## src/rtl/spmv_job_controller.sv

```systemverilog
// spmv_job_controller: doorbell poller and job sequencer for the SpMV engine, owning SRAM A/B outside jobs.
// Optional per-job watchdog enabled by defining SPMV_JOB_TIMEOUT_EN.
module spmv_job_controller #(
  parameter int AW            = 5,
  parameter int DW            = 256,
  parameter int DOORBELL_ADDR = 0,
  parameter int POLL_INTERVAL = 4,
  parameter int TIMEOUT_CYC   = 65535
) (
  input  logic          i_clk,
  input  logic          i_rst,
  input  logic [DW-1:0] i_rd_data_a,
  output logic [AW-1:0] o_addr_a,
  output logic          o_wr_en_a,
  output logic [DW-1:0] o_wr_data_a,
  output logic [AW-1:0] o_addr_b,
  output logic          o_wr_en_b,
  output logic [DW-1:0] o_wr_data_b,
  input  logic [AW-1:0] i_eng_addr_a,
  input  logic [AW-1:0] i_eng_addr_b,
  input  logic          i_eng_wr_en_a,
  input  logic          i_eng_wr_en_b,
  input  logic [DW-1:0] i_eng_wr_data_b,
  output logic          o_eng_start,
  output logic [7:0]    o_eng_job,
  input  logic          i_eng_done,
  output logic [2:0]    o_state,
  output logic          o_busy,
  output logic          o_done,
  output logic          o_err
);
  typedef enum logic [2:0] {IDLE, POLL, START, OPS, WB, DONE} state_t;
  localparam int IW = $clog2(POLL_INTERVAL + 1);
  state_t        state;
  logic [IW-1:0] icnt;
  logic [7:0]    n, job;
  logic [31:0]   cyc;
  logic          err, tmo, last, ops;
  logic [DW-1:0] status;
  logic          unused_rd;
  assign unused_rd = ^{i_rd_data_a[DW-1:16], i_rd_data_a[7:1]};
  // a job count of zero still runs a single job
  assign last = (n == 8'd0) || (job == n - 8'd1);
`ifdef SPMV_JOB_TIMEOUT_EN
  logic [31:0] wd;
  assign tmo = wd == 32'(TIMEOUT_CYC - 1);
  always_ff @(posedge i_clk or posedge i_rst)
    if (i_rst) wd <= '0;
    else if (state == START) wd <= '0;
    else if (state == OPS) wd <= wd + 32'd1;
`else
  assign tmo = 1'b0;
`endif
  always_ff @(posedge i_clk or posedge i_rst) begin
    if (i_rst) begin
      state <= IDLE;
      icnt  <= '0;
      n     <= '0;
      job   <= '0;
      cyc   <= '0;
      err   <= 1'b0;
    end else begin
      case (state)
        IDLE: begin
          icnt  <= (icnt == IW'(POLL_INTERVAL - 1)) ? '0 : icnt + 1'b1;
          state <= (icnt == IW'(POLL_INTERVAL - 1)) ? POLL : IDLE;
        end
        POLL: begin
          if (i_rd_data_a[0]) begin
            n     <= i_rd_data_a[15:8];
            err   <= 1'b0;
            cyc   <= '0;
            job   <= '0;
            state <= START;
          end else state <= IDLE;
        end
        START: state <= OPS;
        OPS: begin
          cyc <= (&cyc) ? cyc : cyc + 32'd1;
          if (i_eng_done) begin
            job   <= last ? job : job + 8'd1;
            state <= last ? WB : START;
          end else if (tmo) begin
            err   <= 1'b1;
            state <= WB;
          end
        end
        WB:      state <= DONE;
        default: state <= IDLE;
      endcase
    end
  end
  always_comb begin
    status        = '0;
    status[63:32] = cyc;
    status[15:8]  = n;
    status[1]     = err;
  end
  assign ops         = state == OPS;
  assign o_addr_a    = ops ? i_eng_addr_a : AW'(DOORBELL_ADDR);
  assign o_wr_en_a   = ops ? i_eng_wr_en_a : state == WB;
  assign o_wr_data_a = (state == WB) ? status : '0;
  assign o_addr_b    = ops ? i_eng_addr_b : '0;
  assign o_wr_en_b   = ops & i_eng_wr_en_b;
  assign o_wr_data_b = ops ? i_eng_wr_data_b : '0;
  assign o_eng_start = state == START;
  assign o_eng_job   = job;
  assign o_state     = state;
  assign o_busy      = (state != IDLE) && (state != POLL);
  assign o_done      = state == DONE;
  assign o_err       = err;
endmodule

```

## config.mk

```make
export PLATFORM = sky130hd
export DESIGN_NAME = spmv_job_controller
export DESIGN_NICKNAME = d
export VERILOG_FILES = /design/src/rtl/spmv_job_controller.sv
export SDC_FILE = /design/constraint.sdc
export NUM_CORES = 1
export LEC_CHECK = 0
export BUFFER_PORTS_ARGS = -buffer_cell sky130_fd_sc_hd__buf_2
export CORE_AREA = 5 5 418 420
export DETAILED_ROUTE_END_ITERATION = 16
export DIE_AREA = 0 0 423 425
export PLACE_DENSITY = 0.3
export RECOVER_POWER = 50
export SYNTH_ARGS = -nofsm -noshare
export SYNTH_HDL_FRONTEND = slang
export SYNTH_SLANG_ARGS = --single-unit
export TNS_END_PERCENT = 100
```

## constraint.sdc

```tcl
create_clock -name i_clk -period 5.26 [get_ports i_clk]
set_input_delay 0.263 -clock i_clk [delete_from_list [all_inputs] [get_ports i_clk]]
set_output_delay 0.263 -clock i_clk [all_outputs]
set_load 0.05 [all_outputs]
```

==> metrics.cfg <==
[floorplanning]
die_area_um2=180000
chipHeight_um=425
fp.coreArea_um2=171000
rows=152
start_util=0.0401
die-width_um=423
io_pins=1066

[detailed_routing]
ant_nets=0
drc=0
drt_iter0_markers=570
wl_per_cell_um=24.1
wirelength_mm=90.0
vias_per_cell=2.42
dr.pass1.iters=4
via_count=9025

[power_and_ir_drop]
p_int_mw=1.67
p_leak_nw=5.96
power_mw=6.67
clkPwrFrac=0.061
p_sw_mw=5.00
seqPwrFrac=0.093
ir_drop_v=0.000471
p_comb_frac=0.846
sw_frac_of_total=0.750
power_density_nw_per_um2=570

[logic_synthesis]
synth.cell_area_um2=6840
syn_inst=934
yosys.cell_types.count=52
syn_avg_cell_area_um2=7.32
yosysWarnings=0
synth_ff_type=dfrtp_1
ys_seq_area_frac=0.198
ys_ff_latch=54
synth-async-reset-ratio=1.00
synth_edf_count=0

[setup_path]
max_stage_delay_ns=1.65
crit_path_end_kind=flop
cp_top_family=buffers and inverters
crit_arrival_ns=3.78
path_buf_inv=2
startpoint_type=flop
path_max_fanout=177
cpMaxStageDelayCell=clkbuf_1
path_class=reg -> reg
required_ns=5.36
cp_cell_sequence=nor2b_1, buf_12, and3_1, clkbuf_1, o21ai_0

[timing]
maxSlewHeadroom=-0.525
hold-worst-slack_ns=0.142
setup_violations=0
finClkSkew_ns=0.0183
hold_viol=0
tns_ns=0
period_minus_slack_ns=3.68
fin_crit_sh=0.700
maxSlewViolCount=85
postLayoutSetupSlackWorst_ns=1.58
fmax_mhz=271
rsz0062_at_grt=no
worst_pin_slew_ns=2.29

[final_layout]
area_growth_pct=71.0
layout_common_cells=buf_2, and3_1, conb_1, clkbuf_1, dfrtp_1
utilization=0.0685
nets=2006
drive_gt1_frac=0.344
fillers=20246
final_common_cell=buf_2

[status]
failed_checks=max-capacitance violations, max-slew violations
status=complete, but fails checks

[cts]
root_buffer=clkbuf_16
clk_pin_slew_worst_paths_ns=0.09
htreeDepth=2
cts_sinks=54
cts_buffers=5
cts_tree=yes
clk_path_buf_depth=2
cts_hold_buffers=0
cts_setup_buffers=0
cts_resized=0
insertion_delay_ns=0.32

[grt]
grt_pass1_vias=8267
grt_usage=0.0933
gr-max-usage-layer=met2
grt_use_met3=0.0337
met2_usage=0.181
grt_pass1_wl_mm=107
grt_overflow=0
grt_start_max_net_pins=209
antenna_found_initial=113
grtUsageMet1=0.0984

[place]
gp_congestion=0.914
place_ws_ns=2.25
port_buffers=601
dp_hpwl_mm=81.5

[flow_run]
drv_cap=2

[hold_path]
hp-class=in -> reg

synth_stat cells, types with 2 or more instances:
master / number / share of area
and3_1: 271 / 0.25
buf_4: 217 / 0.24
clkbuf_1: 70 / 0.038
dfrtp_1: 54 / 0.20
nor2_1: 47 / 0.026
nand2_1: 42 / 0.023
and2_1: 32 / 0.029
xnor2_1: 27 / 0.035
nor3_1: 19 / 0.014
o21ai_0: 15 / 0.011
nand3_1: 14 / 0.010
a21oi_1: 13 / 0.0095
inv_1: 13 / 0.0071
or3_1: 13 / 0.012
nor4_1: 10 / 0.0091
nand4_1: 7 / 0.0064
xor2_1: 6 / 0.0077
o211ai_1: 5 / 0.0055
or4_1: 5 / 0.0055
and4_1: 4 / 0.0051
ha_1: 4 / 0.0073
mux2_2: 3 / 0.0049
nand2b_1: 3 / 0.0027
nand3b_1: 3 / 0.0033
nor3b_1: 3 / 0.0033
a2111oi_0: 2 / 0.0026
buf_2: 2 / 0.0015
nor2b_1: 2 / 0.0018
nor4_2: 2 / 0.0037
o31ai_1: 2 / 0.0022
or2_2: 2 / 0.0018
or3b_2: 2 / 0.0026
worst register-to-register path: cells and delay by family, from the launching register on:
| family | cells | cell delay (ns) |
|---|---|---|
| AO/OA/AOI/OAI | 1 | 0.24 |
| buffers and inverters | 2 | 2.07 |
| flip-flops | 1 | 0.57 |
| AND/OR/NAND/NOR | 2 | 0.60 |
stage by stage:
step           area, um^2  std cells
2_1_floorplan        7650       1150
3_3_place_gp        11600       3701
3_5_place_dp        11600       3701
4_1_cts             11800       3709
5_1_grt             11700       3712
6_report            11700       3728
state kept, by name, summed over array words and instances (netlist names):
name,count
cyc,32
icnt,3
n,8
o_eng_job,8
o_state,3
power groups by stage:
stage / clock, mW / combinational [mW] / sequential, mW
3_5_place_dp: 0 / 5.77 / 0.632
4_1_cts: 0.427 / 5.79 / 0.625
2_1_floorplan: 0 / 3.96 / 0.609
5_1_grt: 0.437 / 5.94 / 0.632
3_3_place_gp: 0 / 5.81 / 0.632
6_report: 0.410 / 5.64 / 0.617
worst paths after layout:
check	startpoint	endpoint	slack [ns]	cells after the start
worst max-delay path	o_state[0]	n[0]	1.58	5
worst min-delay path	i_rd_data_a[14]	n[6]	0.14	3
worst max register to register	o_state[0]	n[0]	1.58	5
worst min register to register	icnt[1]	icnt[1]	0.51	1
max in group asynchronous	i_rst	o_state[1]	3.15	3
min in group asynchronous	i_rst	n[6]	0.45	2
logic make-up (layout without fill, tap and decap cells):
| family | after synthesis | after routing | synth area share |
|---|---|---|---|
| AOI/OAI and AO/OA | 48 | 48 | 0.0448 |
| xor gates and xnor gates | 33 | 33 | 0.0423 |
| adders and majority gates | 4 | 4 | 0.00732 |
| buffers and inverters | 305 | 631 | 0.288 |
| DFF | 54 | 54 | 0.198 |
| muxes | 4 | 4 | 0.00640 |
| other | 1 | 236 | 0.000548 |
| and+or+nand+nor | 485 | 485 | 0.413 |
area by class of cell:
class	count	area, um^2	area share
Antenna cell	19	47.5	0.00407
Timing Repair Buffer	610	2940	0.251
Inverter	13	48.8	0.00417
Multi-Input combinational cell	791	4340	0.371
Clock buffer	5	125	0.0107
Sequential cell	54	1350	0.116
Clock inverter	3	47.5	0.00407
Tap cell	2233	2790	0.239
routing by layer:
layer / part of all wire / wire length (um) / up-vias
met5: 0.00039 / 35 / -
met4: 0.021 / 1880 / 6
met3: 0.093 / 8360 / 198
met2: 0.54 / 48600 / 678
met1: 0.35 / 31200 / 4274
li1: - / - / 3869
Power figures use the tool's default switching activity.
